--- src/rtl/uart_pkg.sv ---
// Shared UART definitions: receiver state encoding, bit-period helper and majority vote.
package uart_pkg;

    typedef enum logic [1:0] {
        IDLE  = 2'd0,
        START = 2'd1,
        DATA  = 2'd2,
        STOP  = 2'd3
    } uart_rx_state_t;

    function automatic int bit_period(input int clk_freq, input int baud);
        return clk_freq / baud;
    endfunction

    function automatic logic majority3(input logic [2:0] v);
        return (v[0] & v[1]) | (v[0] & v[2]) | (v[1] & v[2]);
    endfunction

endpackage

--- src/rtl/uart_rx_sync.sv ---
// Line synchroniser for the UART receiver; with UART_RX_MAJORITY_EN the sample value
// is a 2-of-3 vote over the last three synchronised cycles.
module uart_rx_sync
    import uart_pkg::*;
(
    input  logic clk,
    input  logic rst_n,
    input  logic rx_wire,
    output logic rxd_s,
    output logic smp_s
);

    logic [1:0] sync_r;

    // Two-flop synchroniser, idles high so reset never looks like a start edge
    always_ff @(posedge clk or negedge rst_n) begin
        if (!rst_n) begin
            sync_r <= 2'b11;
        end else begin
            sync_r <= {sync_r[0], rx_wire};
        end
    end

    assign rxd_s = sync_r[1];

`ifdef UART_RX_MAJORITY_EN
    logic [1:0] hist_r;

    // History of the two previous synchronised values for the majority vote
    always_ff @(posedge clk or negedge rst_n) begin
        if (!rst_n) begin
            hist_r <= 2'b11;
        end else begin
            hist_r <= {hist_r[0], rxd_s};
        end
    end

    assign smp_s = majority3({rxd_s, hist_r});
`else
    assign smp_s = rxd_s;
`endif

endmodule

--- src/rtl/uart_rx_axis.sv ---
// UART receiver: 8N1 deserialiser delivering bytes through a one-entry AXI-Stream slot.
// Optional UART_RX_MAJORITY_EN selects majority-voted bit sampling.
module uart_rx_axis
    import uart_pkg::*;
#(
    parameter int CLK_FREQ   = 50_000_000,
    parameter int BAUD_RATE  = 9600,
    parameter int DATA_WIDTH = 8
) (
    input  logic                  clk,
    input  logic                  rst_n,
    input  logic                  rx_wire,
    output logic [DATA_WIDTH-1:0] m_axis_tdata,
    output logic                  m_axis_tvalid,
    input  logic                  m_axis_tready,
    output logic                  frame_err,
    output logic                  overrun_err
);

    localparam int BIT_PERIOD = bit_period(CLK_FREQ, BAUD_RATE);
    localparam int CNT_W      = $clog2(BIT_PERIOD);
    localparam int BIT_W      = (DATA_WIDTH > 1) ? $clog2(DATA_WIDTH) : 1;

    localparam logic [CNT_W-1:0] HALF_LAST = CNT_W'(BIT_PERIOD / 2 - 1);
    localparam logic [CNT_W-1:0] FULL_LAST = CNT_W'(BIT_PERIOD - 1);
    localparam logic [BIT_W-1:0] BIT_LAST  = BIT_W'(DATA_WIDTH - 1);

    uart_rx_state_t          state_r;
    logic [CNT_W-1:0]        baud_cnt_r;
    logic [BIT_W-1:0]        bit_cnt_r;
    logic [DATA_WIDTH-1:0]   shift_r;
    logic                    rxd_prev_r;
    logic                    rxd_s;
    logic                    smp_s;
    logic                    half_hit_s;
    logic                    full_hit_s;
    logic                    stop_done_s;
    logic                    byte_good_s;
    logic                    byte_bad_s;

    uart_rx_sync u_sync (
        .clk     (clk),
        .rst_n   (rst_n),
        .rx_wire (rx_wire),
        .rxd_s   (rxd_s),
        .smp_s   (smp_s)
    );

    assign half_hit_s  = (baud_cnt_r == HALF_LAST);
    assign full_hit_s  = (baud_cnt_r == FULL_LAST);
    assign stop_done_s = (state_r == STOP) && full_hit_s;
    assign byte_good_s = stop_done_s && smp_s;
    assign byte_bad_s  = stop_done_s && !smp_s;

    // Frame FSM: start detect, mid-bit sampling, deserialisation
    always_ff @(posedge clk or negedge rst_n) begin
        if (!rst_n) begin
            state_r    <= IDLE;
            baud_cnt_r <= '0;
            bit_cnt_r  <= '0;
            shift_r    <= '0;
            rxd_prev_r <= 1'b1;
        end else begin
            rxd_prev_r <= rxd_s;
            case (state_r)
                IDLE: begin
                    baud_cnt_r <= '0;
                    bit_cnt_r  <= '0;
                    if (rxd_prev_r && !rxd_s) begin
                        state_r <= START;
                    end else begin
                        state_r <= IDLE;
                    end
                end
                START: begin
                    if (half_hit_s) begin
                        baud_cnt_r <= '0;
                        state_r    <= smp_s ? IDLE : DATA;
                    end else begin
                        baud_cnt_r <= baud_cnt_r + CNT_W'(1);
                    end
                end
                DATA: begin
                    if (full_hit_s) begin
                        baud_cnt_r <= '0;
                        shift_r    <= {smp_s, shift_r[DATA_WIDTH-1:1]};
                        if (bit_cnt_r == BIT_LAST) begin
                            bit_cnt_r <= '0;
                            state_r   <= STOP;
                        end else begin
                            bit_cnt_r <= bit_cnt_r + BIT_W'(1);
                        end
                    end else begin
                        baud_cnt_r <= baud_cnt_r + CNT_W'(1);
                    end
                end
                STOP: begin
                    // Leave mid stop bit so a back-to-back start edge is not missed
                    if (full_hit_s) begin
                        baud_cnt_r <= '0;
                        state_r    <= IDLE;
                    end else begin
                        baud_cnt_r <= baud_cnt_r + CNT_W'(1);
                    end
                end
                default: begin
                    state_r    <= IDLE;
                    baud_cnt_r <= '0;
                    bit_cnt_r  <= '0;
                end
            endcase
        end
    end

    // Output slot and error pulses
    always_ff @(posedge clk or negedge rst_n) begin
        if (!rst_n) begin
            m_axis_tdata  <= '0;
            m_axis_tvalid <= 1'b0;
            frame_err     <= 1'b0;
            overrun_err   <= 1'b0;
        end else begin
            frame_err   <= byte_bad_s;
            overrun_err <= byte_good_s && m_axis_tvalid && !m_axis_tready;
            if (byte_good_s && (!m_axis_tvalid || m_axis_tready)) begin
                m_axis_tdata  <= shift_r;
                m_axis_tvalid <= 1'b1;
            end else if (m_axis_tvalid && m_axis_tready) begin
                m_axis_tvalid <= 1'b0;
            end else begin
                m_axis_tvalid <= m_axis_tvalid;
            end
        end
    end

endmodule

--- config.mk ---
export PLATFORM = sky130hd
export DESIGN_NAME = uart_rx_axis
export DESIGN_NICKNAME = d
export VERILOG_FILES = /design/src/rtl/uart_pkg.sv /design/src/rtl/uart_rx_sync.sv /design/src/rtl/uart_rx_axis.sv
export SDC_FILE = /design/constraint.sdc
export NUM_CORES = 1
export LEC_CHECK = 0
export BUFFER_PORTS_ARGS = -buffer_cell sky130_fd_sc_hd__buf_2
export CAP_MARGIN = 10
export CORE_MARGIN = 1.5
export CORE_UTILIZATION = 35
export DETAILED_ROUTE_END_ITERATION = 10
export PLACE_DENSITY = 0.52
export SLEW_MARGIN = 25
export SYNTH_ARGS = -nofsm -noshare
export SYNTH_HDL_FRONTEND = slang
export SYNTH_SLANG_ARGS = --single-unit
--- constraint.sdc ---
create_clock -name clk -period 2 [get_ports clk]
set_clock_uncertainty 0.05 [all_clocks]
set_input_delay 0.1 -clock clk [delete_from_list [all_inputs] [get_ports clk]]
set_output_delay 0.1 -clock clk [all_outputs]
set_load 0.03 [all_outputs]
Word level (Yosys, flattened, before mapping) --
Index checks and enable logic that the tools add are counted. Widths: inputs -> output; s select.
Storage, ports and cells: flip-flop bits (word level) 40, latch bits 0, bits in writable memories 0, ROM bits 0, memories kept 0
Operators by class: $add $sub $neg 2, multiply operators 0, divide/modulo/power cells 0, order comparisons 0, equality and inequality tests 10, shifts and indexed selects 0, mux-type cells 15, bitwise operators 0, reductions and logical operators 19
Operator list (count):
- $pmux 13 s3 | 1
- $mux 13 | 2
- $add 13x1->13 const B | 1
- $eq 13x12->1 const B | 1
- $eq 13x13->1 const B | 1
- $mux 2 | 5
- $logic_and 1x1->1 | 8
- $ne 2x2->1 const B | 4
- $pmux 2 s4 | 1
- $mux 3 | 2
- $pmux 3 s2 | 1
- $eq 2x2->1 const B | 2
- $reduce_and 2->1 | 2
- $reduce_and 4->1 | 1
- $reduce_bool 2->1 | 2
- $add 3x1->3 const B | 1
- $eq 3x3->1 const B | 1
- $logic_not 1->1 | 3
- $mux 1 | 3
- $eq 2x1->1 const B | 1
- $logic_not 2->1 | 1
- $reduce_or 2->1 | 1
- $logic_or 1x1->1 | 1

Logic depth before layout (Yosys ltp) --
word-level depth 5, gate-level depth with buffers 6

Hierarchy --
From an unflattened synthesis, not the netlist that was laid out.
Second synthesis, totals: cell total of the unflattened synthesis 150, area, all modules 1757.9 um2
By module, submodules not included:
- uart_rx_axis | instances 1, cells an instance 147, area an instance 1697.9 um2, seq. area each 952.2 um2
- uart_rx_sync | instances 1, cells an instance 3, area an instance 60.1 um2, seq. area each 52.6 um2

Least setup slack after synthesis --
OpenSTA, ideal clock, no wires.
path kind register to register, from register baud_cnt_r[0], to register shift_r[0], arrival time 1.966 ns, data required time 1.825 ns, setup slack -0.141 ns, cell stages (with the launch flop) 7, buffers on the path 1, clock period less this slack 2.141 ns, cell sequence dfrtp_1 ha_1 or3b_1 nor4_4 and2_1 buf_4 mux2_2
Between the ends: longest elaborated chain between the ends 2
Ends and longest elaborated chain:
- start, declared | line uart_rx_axis.sv:29 | logic [CNT_W-1:0] baud_cnt_r;
- start signal, assigned | line uart_rx_axis.sv:80 | baud_cnt_r <= baud_cnt_r + CNT_W'(1);
- start signal, assigned | line uart_rx_axis.sv:94 | baud_cnt_r <= baud_cnt_r + CNT_W'(1);
- start signal, assigned | line uart_rx_axis.sv:103 | baud_cnt_r <= baud_cnt_r + CNT_W'(1);
- $eq 13x13->1 | line uart_rx_axis.sv:50 | assign full_hit_s = (baud_cnt_r == FULL_LAST);
- $reduce_and 2->1 (no source line)
- end signal, assigned | line uart_rx_axis.sv:86 | shift_r <= {smp_s, shift_r[DATA_WIDTH-1:1]};
- end, declared | line uart_rx_axis.sv:31 | logic [DATA_WIDTH-1:0] shift_r;
Every way passes these cells. A chain may end at the register's enable or synchronous reset.

Final worst setup path --
from register baud_cnt_r[0], to register m_axis_tdata[6]
Between the ends: longest elaborated chain between the ends 4
Ends and longest elaborated chain:
- $eq 13x13->1 | line uart_rx_axis.sv:50
- $logic_and 1x1->1 | line uart_rx_axis.sv:51 | assign stop_done_s = (state_r == STOP) && full_hit_s;
- $logic_and 1x1->1 | line uart_rx_axis.sv:52 | assign byte_good_s = stop_done_s && smp_s;
- $logic_and 1x1->1 | line uart_rx_axis.sv:125 | if (byte_good_s && (!m_axis_tvalid || m_axis_tready)) begin
- end signal, assigned | line uart_rx_axis.sv:126 | m_axis_tdata <= shift_r;
- end, declared | line uart_rx_axis.sv:13 | output logic [DATA_WIDTH-1:0] m_axis_tdata,
Every way passes these cells.

==> results.md <==
- Status: complete, no violations
- ANT nets after route: 0
- FF-to-FF setup slack: 0.06 ns
- Unrepaired setup endpoints after global routing: yes
- Distinct cells, synth: 34
- DRC Markers: 0
- Largest family of logic cells by synthesized area: simple AND/OR/NAND/NOR gates
- Routability cong.: ~0.76
- Xor and xnor area share after synthesis: 0.0551
- Top FF cell, synth: dfrtp_1
- Post-Synth Simple-Gate Area: 0.195
- Buffers on Ports: 14
- Clock latency on the worst-skew pair: 0.29 ns
- Switching part of the total: 0.261
- Relative slew margins: 0.416
- Endpoint of the worst hold path: m_axis_tvalid
- Post-Layout Cell Count: 250
- Pleak: 1.05 nW
- Worst setup EP type: flop
- Fin. max-slew vios: 0
- CP startpoint kind: flop
- Routed WL: 3280 um
- Final nets: 189
- Crit path time final: a little under 2 ns
- Die H: 73.7 um
- Rows: 25
- Arr. time, crit path: 2.07 ns
- Die width: 73.7 um
- Area added between synthesis and finish: 24.7%
- Cells after DPL: 236
- First-pass GRT wire length: 5550 um
- Initial Util: 0.368
- H-tree depth: 2
- Pre-Repair DR Iteration Count: 4
- Mux contribution to synthesized area: 0.103
- Vias in the first global route: 1220
- 1st-iter DRT viols: 30
- DR WL/cell: 13.1 um
- Synth Cell Area: 0.00175 mm^2
- Post-synth EDFFs: 0
- Top cells by area, synth: dfrtp_1, mux2_2, dfstp_2
- Critical Path RT: 2.13 ns
- # setup viols final: 0
- Mapped Nets: roughly 160
- Top cells by count, synth: dfrtp_1, nor2_1, mux2_2, nand2_1, xnor2_1
- Final Cycle Share: 0.970
- Adder-Cell Fraction of Synth Area: 0.0215
- Clk buf depth: 2
- Synth Area in Compound Gates: 0.0336
- Placeable Area: approximately 0.0048 mm^2
- Post-synth top area share: 0.529
- Proportion of layout cells with a drive suffix above 1: 0.361
- Grt total ovfl: 0
- Filler cells: 465
- Critical Path Fanout Max: 8
- CTS tree: yes
- Asr flop ratio synth: 1.00
- Antenna cells: 0
- Root Buffer: clkbuf_8
- CTS clk-pin slew, worst paths: 0.08 ns
- Maximum clock rate: about 520 MHz
- Crit Reg-Reg Endpoint: m_axis_tdata[6]
- DR vias: 1193
- Hold wc startpoint: m_axis_tready
- R2R depth: 6
- Comb pwr share: 0.182
- Synth Area per Inst: 11.8 um^2
- Largest net degree at the start of global routing: 41
- FF-to-FF Start: baud_cnt_r[0]
- Peak supply drop: 0.449 mV
- Register bit count reported by yosys: 40
- Sequential area share after synthesis: 0.574
- HPWL after DPL: 2170 um
- Slew @ Worst Pin: about 0.9 ns
- Vias per inst: approximately 4.8
- I/O pin cnt: 15
- Max Cap Viol: 0
- Yosys warnings: 0
- Final Hold Viols: 0
- Area leader, netlist: dfrtp_1
- Synthesized instance count: 148
- Internal power: 1.43 mW
- Switch Pwr: 504 uW
- Clock Sinks: 40
- Clock share of power: 0.349
- Hold Path Class: input pin to flop
- Setup TNS: 0 ns
- WHS Path Cells: 3
- Pwr/cell area: 884 mW/mm^2
- Die ar.: 0.00543 mm^2
- Sequential share of power: 0.470
- Cts bufs inserted: 5
- Worst setup path class: flop to flop
- GRT Resource Usage Total: 0.137
- Most common cell in the netlist: dfrtp_1
- Initial antenna violation count: 0
[layout by cell type (no fill, tap or decap), types with 2 or more instances in the layout]
master and n:
xor2_1 3, nor3_1 4, nand2_1 15, ha_1 2
nor4_4 2, dfstp_2 3, buf_4 15, or3b_4 2
nor2_1 19, clkbuf_8 5, mux2_4 2, dlygate4sd3_1 2
dfrtp_1 37, o211ai_1 3, and3_1 3, mux2_2 13
nor2b_1 2, xnor2_1 8, nand4_1 3, buf_2 14
nand3_1 7
[power groups by stage]
stage,Clock (mW),Combinational (mW),Sequential [mW]
after CTS,0.696,0.292,0.905
after detailed placement,0,0.288,0.919
final,0.672,0.350,0.907
after global routing,0.732,0.383,0.915
after floorplan,0,0.150,0.928
after global placement,0,0.279,0.916
[area by class of cell]
type                            instances  area [um^2]  share of cell area
Clock inverter                          3         46.3              0.0212
Clock buffer                            5         68.8              0.0315
Inverter                                1         3.75             0.00172
Tap cell                               67         83.8              0.0384
Multi-Input combinational cell        102          761               0.349
Timing Repair Buffer                   32          214              0.0981
Sequential cell                        40         1000               0.460
[state kept, by name (all words and copies together), names as in the netlist, named ones only]
name           flops
baud_cnt_r        13
m_axis_tdata       8
shift_r            8
bit_cnt_r          3
u_sync.sync_r      2
frame_err          1
m_axis_tvalid      1
overrun_err        1
rxd_prev_r         1
state_r            1
[per-stage QoR]
step           hold slack [ns]  utilization  setup WS, ns  area, um^2  power (mW)
6_report                 0.103        0.459        0.0601        2180        1.93
2_1_floorplan           -0.246            -      0.000646        1750        1.08
4_1_cts                  0.104        0.447       0.00629        2120        1.89
5_1_grt                  0.101        0.459       -0.0555        2180        2.03
3_3_place_gp             0.156        0.417        0.0165        1980        1.19
3_5_place_dp             0.157        0.417       -0.0472        1980        1.21
[cell families after synthesis]
family,count (synthesis)
AOI/OAI and AO/OA,8
adders and majority gates,3
xor gates and xnor gates,11
DFF,40
and+or+nand+nor,64
buffers and inverters,6
muxes,16
[worst max path at each step]
stage | startpoint | endpoint | slack (ns)
6_report | baud_cnt_r[0] | m_axis_tdata[6] | 0.06
5_1_grt | baud_cnt_r[0] | m_axis_tdata[6] | -0.06
4_1_cts | baud_cnt_r[4] | baud_cnt_r[1] | 0.006
3_5_place_dp | baud_cnt_r[0] | m_axis_tdata[0] | -0.05
3_3_place_gp | baud_cnt_r[0] | m_axis_tdata[1] | 0.02
2_1_floorplan | baud_cnt_r[0] | shift_r[0] | 0.0006
[worst max-delay path, cell delays in order (launching register included)]
cell and delay, ns:
dfrtp_1 0.37, ha_2 0.18, or3b_4 0.40, nor4_4 0.19
buf_6 0.17, nand3_4 0.14, mux2_4 0.33
[repair_timing]
item	CTS	global route
setup endpoints to repair	8	30
buffers inserted	0	5
resized for setup	1	9
endpoints found under the hold margin	38	0
hold buffers	2	0
pin swaps	0	1
[routing by layer]
metal,vias up,global-route usage,part of all wire
met5,-,0,0
met4,0,0.0679,0.011
met3,4,0.0480,0.033
met2,15,0.228,0.51
met1,596,0.155,0.45
li1,578,-,-
(Power assumes the default switching activity.)
